**src/rtl/bk_pkg.sv**
```systemverilog
// Shared types and constants for the backup-RAM sector mover.
package bk_pkg;

  typedef enum logic [2:0] {
    IDLE,
    REQ,
    XFER,
    NEXT,
    DONE
  } state_t;

  localparam int unsigned SECT_BYTES = 512;
  localparam int unsigned SECT_SHIFT = 9;

endpackage

```
**src/rtl/bk_dirty_map.sv**
```systemverilog
// Per-sector dirty bitmap with a find-first-dirty-at-or-above search.
// Used only when the design is built with BK_DIRTY_EN.
module bk_dirty_map
  import bk_pkg::*;
#(
  parameter int unsigned SECT_LOG2 = 4
) (
  input  logic                 clk,
  input  logic                 reset,
  input  logic                 set_en,
  input  logic [SECT_LOG2-1:0] set_idx,
  input  logic                 clr_en,
  input  logic [SECT_LOG2-1:0] clr_idx,
  input  logic                 clr_all,
  input  logic [SECT_LOG2-1:0] from_idx,
  output logic                 hit_c,
  output logic [SECT_LOG2-1:0] hit_idx_c
);

  localparam int unsigned NSECT = 1 << SECT_LOG2;

  logic [NSECT-1:0] dirty;

  // Bitmap update; a core write in the same cycle as a clear keeps the sector dirty.
  always_ff @(posedge clk) begin
    if (reset) begin
      dirty <= '0;
    end else begin
      if (clr_all) begin
        dirty <= '0;
      end else if (clr_en) begin
        dirty[clr_idx] <= 1'b0;
      end
      if (set_en) begin
        dirty[set_idx] <= 1'b1;
      end
    end
  end

  // Lowest dirty sector index that is >= from_idx.
  always_comb begin
    hit_c     = 1'b0;
    hit_idx_c = '0;
    for (int i = int'(NSECT) - 1; i >= 0; i--) begin
      if (dirty[i] && (i >= int'(from_idx))) begin
        hit_c     = 1'b1;
        hit_idx_c = SECT_LOG2'(i);
      end
    end
  end

endmodule

```
**src/rtl/bk_sector_xfer.sv**
```systemverilog
// Backup-RAM <-> SD-image sector mover: loads the save area after mount,
// writes it back on OSD save requests, pulses a core reset after a load.
// Optional feature macro: BK_DIRTY_EN (save only sectors the core wrote).
module bk_sector_xfer
  import bk_pkg::*;
#(
  parameter int unsigned SECT_LOG2 = 4,
  parameter logic [31:0] LBA_BASE  = 32'd0
) (
  input  logic                            clk_sys,
  input  logic                            reset,
  input  logic                            img_mounted,
  input  logic [31:0]                     img_size,
  input  logic                            ioctl_download,
  input  logic                            bk_save,
  output logic [31:0]                     sd_lba,
  output logic                            sd_rd,
  output logic                            sd_wr,
  input  logic                            sd_ack,
  output logic [SECT_LOG2-1:0]            buf_sector,
  input  logic                            core_we,
  input  logic [SECT_LOG2+SECT_SHIFT-1:0] core_a,
  output logic                            bk_ena,
  output logic                            bk_busy,
  output logic                            bk_reset
);

  localparam int unsigned ADDR_W   = SECT_LOG2 + SECT_SHIFT;
  localparam int unsigned MAX_SECT = 1 << SECT_LOG2;

  state_t                state, state_nxt;
  logic                  mount_q, dl_q, save_q;
  logic                  mount_rise, dl_rise, save_rise, size_ok;
  logic                  load_pend, save_pend, op_load, op_load_nxt;
  logic                  save_take, load_done, reset_nxt, clr_en, clr_all;
  logic                  dirty_hit, save_ok;
  logic [SECT_LOG2-1:0]  dirty_idx, from_idx, buf_nxt, last_sect, last_sect_c;
  logic [31:0]           img_sects;
  logic                  unused_cfg;

  assign mount_rise = img_mounted & ~mount_q;
  assign dl_rise    = ioctl_download & ~dl_q;
  assign save_rise  = bk_save & ~save_q;
  assign size_ok    = (img_size != 32'd0);
  assign img_sects  = img_size >> SECT_SHIFT;

  // Index of the last sector to move: clamp(size/512, 1, 2^SECT_LOG2) - 1.
  always_comb begin
    if (img_sects == 32'd0) begin
      last_sect_c = '0;
    end else if (img_sects >= 32'(MAX_SECT)) begin
      last_sect_c = '1;
    end else begin
      last_sect_c = SECT_LOG2'(img_sects - 32'd1);
    end
  end

  // Search start for the next sector to save.
  assign from_idx = (state == NEXT) ? buf_sector + SECT_LOG2'(1) : '0;
  assign save_ok  = dirty_hit && (dirty_idx <= last_sect);

`ifdef BK_DIRTY_EN
  bk_dirty_map #(
    .SECT_LOG2(SECT_LOG2)
  ) u_dirty (
    .clk      (clk_sys),
    .reset    (reset),
    .set_en   (core_we),
    .set_idx  (core_a[ADDR_W-1 -: SECT_LOG2]),
    .clr_en   (clr_en),
    .clr_idx  (buf_sector),
    .clr_all  (clr_all),
    .from_idx (from_idx),
    .hit_c    (dirty_hit),
    .hit_idx_c(dirty_idx)
  );
  assign unused_cfg = ^core_a[SECT_SHIFT-1:0];
`else
  assign dirty_hit  = 1'b1;
  assign dirty_idx  = from_idx;
  assign unused_cfg = ^{core_we, core_a, clr_en, clr_all};
`endif

  // Edge detectors, enable flag, request queue and latched sector count.
  always_ff @(posedge clk_sys) begin
    if (reset) begin
      mount_q   <= 1'b0;
      dl_q      <= 1'b0;
      save_q    <= 1'b0;
      bk_ena    <= 1'b0;
      load_pend <= 1'b0;
      save_pend <= 1'b0;
      last_sect <= '0;
    end else begin
      mount_q <= img_mounted;
      dl_q    <= ioctl_download;
      save_q  <= bk_save;
      if (mount_rise) begin
        last_sect <= last_sect_c;
      end
      if (dl_rise || (mount_rise && !size_ok)) begin
        bk_ena    <= 1'b0;
        load_pend <= 1'b0;
        save_pend <= 1'b0;
      end else begin
        if (mount_rise) begin
          bk_ena    <= 1'b1;
          load_pend <= 1'b1;
        end else if (load_done) begin
          load_pend <= 1'b0;
        end
        if (save_rise && (bk_ena || mount_rise)) begin
          save_pend <= 1'b1;
        end else if (save_take) begin
          save_pend <= 1'b0;
        end
      end
    end
  end

  // State register and registered SD/status outputs.
  always_ff @(posedge clk_sys) begin
    if (reset) begin
      state      <= IDLE;
      op_load    <= 1'b0;
      buf_sector <= '0;
      sd_lba     <= '0;
      sd_rd      <= 1'b0;
      sd_wr      <= 1'b0;
      bk_busy    <= 1'b0;
      bk_reset   <= 1'b0;
    end else begin
      state      <= state_nxt;
      op_load    <= op_load_nxt;
      buf_sector <= buf_nxt;
      if (state_nxt == REQ) begin
        sd_lba <= LBA_BASE + 32'(buf_nxt);
      end
      sd_rd    <= (state_nxt == REQ) && op_load_nxt;
      sd_wr    <= (state_nxt == REQ) && !op_load_nxt;
      bk_busy  <= (state_nxt != IDLE);
      bk_reset <= reset_nxt;
    end
  end

  // Next-state logic; a pending load always goes before a pending save.
  always_comb begin
    state_nxt   = state;
    op_load_nxt = op_load;
    buf_nxt     = buf_sector;
    reset_nxt   = 1'b0;
    save_take   = 1'b0;
    load_done   = 1'b0;
    clr_en      = 1'b0;
    clr_all     = 1'b0;
    unique case (state)
      IDLE: begin
        if (load_pend) begin
          op_load_nxt = 1'b1;
          buf_nxt     = '0;
          state_nxt   = REQ;
        end else if (save_pend) begin
          op_load_nxt = 1'b0;
          save_take   = 1'b1;
          if (save_ok) begin
            buf_nxt   = dirty_idx;
            state_nxt = REQ;
          end else begin
            state_nxt = DONE;
          end
        end
      end
      REQ: begin
        if (sd_ack) begin
          state_nxt = XFER;
        end
      end
      XFER: begin
        if (!sd_ack) begin
          clr_en    = !op_load;
          state_nxt = NEXT;
        end
      end
      NEXT: begin
        if ((buf_sector == last_sect) || !bk_ena) begin
          state_nxt = DONE;
        end else if (op_load) begin
          buf_nxt   = from_idx;
          state_nxt = REQ;
        end else if (save_ok) begin
          buf_nxt   = dirty_idx;
          state_nxt = REQ;
        end else begin
          state_nxt = DONE;
        end
      end
      DONE: begin
        reset_nxt = op_load && bk_ena;
        load_done = op_load;
        clr_all   = op_load;
        buf_nxt   = '0;
        state_nxt = IDLE;
      end
      default: state_nxt = IDLE;
    endcase
  end

endmodule

```
**config.mk**
```make
export PLATFORM = sky130hd
export DESIGN_NAME = bk_sector_xfer
export DESIGN_NICKNAME = d
export VERILOG_FILES = /design/src/rtl/bk_pkg.sv /design/src/rtl/bk_dirty_map.sv /design/src/rtl/bk_sector_xfer.sv
export SDC_FILE = /design/constraint.sdc
export NUM_CORES = 1
export LEC_CHECK = 0
export BUFFER_PORTS_ARGS = -buffer_cell sky130_fd_sc_hd__buf_2
export CORE_ASPECT_RATIO = 1.25
export CORE_MARGIN = 2
export CORE_UTILIZATION = 25
export CTS_BUF_LIST = sky130_fd_sc_hd__clkbuf_8
export DETAILED_ROUTE_END_ITERATION = 8
export SYNTH_ARGS = -nofsm -noshare
export SYNTH_HDL_FRONTEND = slang
export SYNTH_SLANG_ARGS = --single-unit
```
**constraint.sdc**
```tcl
create_clock -name clk_sys -period 7.4 [get_ports clk_sys]
set_clock_uncertainty 0.2 [all_clocks]
set_input_delay 0.37 -clock clk_sys [delete_from_list [all_inputs] [get_ports clk_sys]]
set_output_delay 0.37 -clock clk_sys [all_outputs]
set_load 0.02 [all_outputs]
```
==> summary.txt <==
slowest CP cell - dfxtp_1
CP Max Fanout - 9
Num CTS Buffers - 3
startpoint type of the worst setup path - register
Core Box Area - 6480 sq um
Routed Antenna Nets - 0
Synth Instances - 198
Cell Area, Placed - 1860 sq um
layout cell share with drive strength beyond 1 - 0.272
number of setup buffers added after CTS - 0
post-route clock period utilization - 0.453
initial core utilization - 0.255
Die ar. - 7290 sq um
sequential area share after synthesis - 0.315
vias in the first global route - 1356
final count of hold timing violations - 0
P per Cell Area - 174 nW/um^2
WP data arrival - 3350 ps
Slew Limit Fails - 0
post-CTS resize count - 0
critical path class - reg2reg
Die Wd - 76.8 um
routed vias - 1405
H-tree Lvls - 1
Root Driver - clkbuf_8
critical path capture point type - register
largest net degree at the start of global routing - 24
P_leak - 0.871 nW
Post-Syn Area - 1650 sq um
area occupied by multi-input gates - 953 sq um
Max IR drop VDD - 0.0000704 V
initial DRC count - 47
Buf+Inv Stages, Crit Path - 0
GRT Total Usage - 0.0994
RSZ-0062 raised after global routing - false
most used cell along the critical path - nor2_1
crit-path leading delay family - compound AO/OA/AOI/OAI gates
CTS tree - done
top-area cell type share of the netlist area - 0.315
Sequential Area - 520 sq um
number of diodes - 0
initial antenna violation count - 0
count of state elements after synthesis - 26
Placer Congestion - 0.787
most frequent cells in the layout - buf_2, conb_1, nor2_1, dfxtp_1
hold crit path type - in2reg
maximum clock frequency - 298 MHz
CTS sink cnt - 26
wire length per cell - 10.7 um
max incr delay on CP - 500 ps
routed wire length - 3540 um
Final nets - 303
commonest non-fill, non-tap cell in the layout - buf_2
Worst-Margin Slew - 644 ps
Site Rows - 33
status - finished clean
Yosys top cell by area - dfxtp_1
post-DR vias/cell - 4.26
post-route cell area - 1910 sq um
first-pass GRT wire length - 5980 um
Distinct cells, synth - 50
Slew headroom - 0.565
Ys Warns - 0
final core utilization - 0.295
Post-synth EDFFs - 0
Hold-fix buffers, CTS - 0
Residual DRC - 0
Async S/R FF share, synth - 0
reg2reg path depth - 11
Final Non-Filler Cells - 330
largest cells by area after synthesis - dfxtp_1, buf_4, nor2_1
drt first pass iters - 4
clock buffer depth - 2
Hold Path Cell Cnt - 2
critical path depth - 11
port bufs - 50
min Tclk post-route - 3360 ps
number of fillers in the final layout - 716
Max-Cap Viols - 0
final number of setup-violating endpoints - 0
total gr overflow - 0
CP Data Required Time - 7390 ps
setup tns final - 0 ps
clock latency at the later pin of the worst-skew pair - 270 ps
number of placed instances, taps included - 326
Top FF cell, synth - dfxtp_1
Avg Inst Size Synth - 8.35 sq um
critical path, cell by cell - nand2_1, nor2_1, and2_1, ha_1, nor2b_1, o211ai_1, a21oi_1, a31oi_1, a21boi_2, nor2_1, a311oi_1
die height - 94.9 um
clk slew on worst S/H paths - 90 ps
final hold slack - 113 ps
Area Overhead vs Synth - 15.5%
dpl hpwl - 2840 um
IO Pins - 93
[where the power goes]
group / switching (mW) / total [mW] / internal (mW) / leakage (nW)
logic: 0.0511 / 0.0833 / 0.0322 / 0.629
clock network: 0.0459 / 0.0935 / 0.0476 / 0.0288
registers: 0.00710 / 0.156 / 0.149 / 0.213
total: 0.104 / 0.333 / 0.229 / 0.871
[worst paths after layout]
| check | slack, ps | start | to |
|---|---|---|---|
| worst max-delay path | 4040 | state[1]$_SDFF_PP0_ | sd_lba[1]$_SDFFE_PP0N_ |
| worst min-delay path | 110 | img_mounted | mount_q$_SDFF_PP0_ |
| worst max register to register | 4040 | state[1]$_SDFF_PP0_ | sd_lba[1]$_SDFFE_PP0N_ |
| worst min register to register | 300 | sd_lba[2]$_SDFFE_PP0N_ | sd_lba[2]$_SDFFE_PP0N_ |
[metrics by stage]
step,setup slack (ps),power [mW]
global route,3630,0.350
floorplan,4460,0.232
global placement,4090,0.242
detailed placement,4030,0.243
CTS,4020,0.334
finish,4040,0.333
[kinds of logic after synthesis]
logic type,share of synthesized area
xor+xnor,0.0318
mux,0.0129
fa+ha+maj,0.0529
buf+inv,0.170
simple gates,0.233
flops,0.315
compound gates,0.182
other cells,0.00227
[registers in the layout (all words and copies together), names as in the netlist, 3 cells and up]
signal / cells
last_sect: 4
sd_lba: 4
state: 3
buf_sector: 4
[routing by layer]
layer,track usage,wire [um],up-vias
met3,0.0163,159,8
met5,0,0,-
met2,0.194,1870,37
met4,0.0409,82,0
li1,-,-,729
met1,0.105,1430,631
[area by class of cell]
class / instances / share of cell area
timing repair buffer: 50 / 0.131
sequential: 26 / 0.272
multi-input combinational: 157 / 0.499
clock buffer: 4 / 0.0288
inverter: 6 / 0.0118
tap: 87 / 0.0570
[cells in the mapped netlist (all sizes together) (2+ instances only)]
cell type	count
or4	2
xor2	5
a21oi	11
inv	6
nor3	4
a32oi	2
a31oi	2
nand2b	2
nor3b	3
nand3	2
ha	7
a211oi	8
clkbuf	5
nor2	27
nor4	6
buf	31
a21o	2
nand4	2
o21ai	3
nor2b	7
a22oi	2
a311oi	2
and2	3
dfxtp	26
nand2	9
Power figures use the tool's default switching activity.
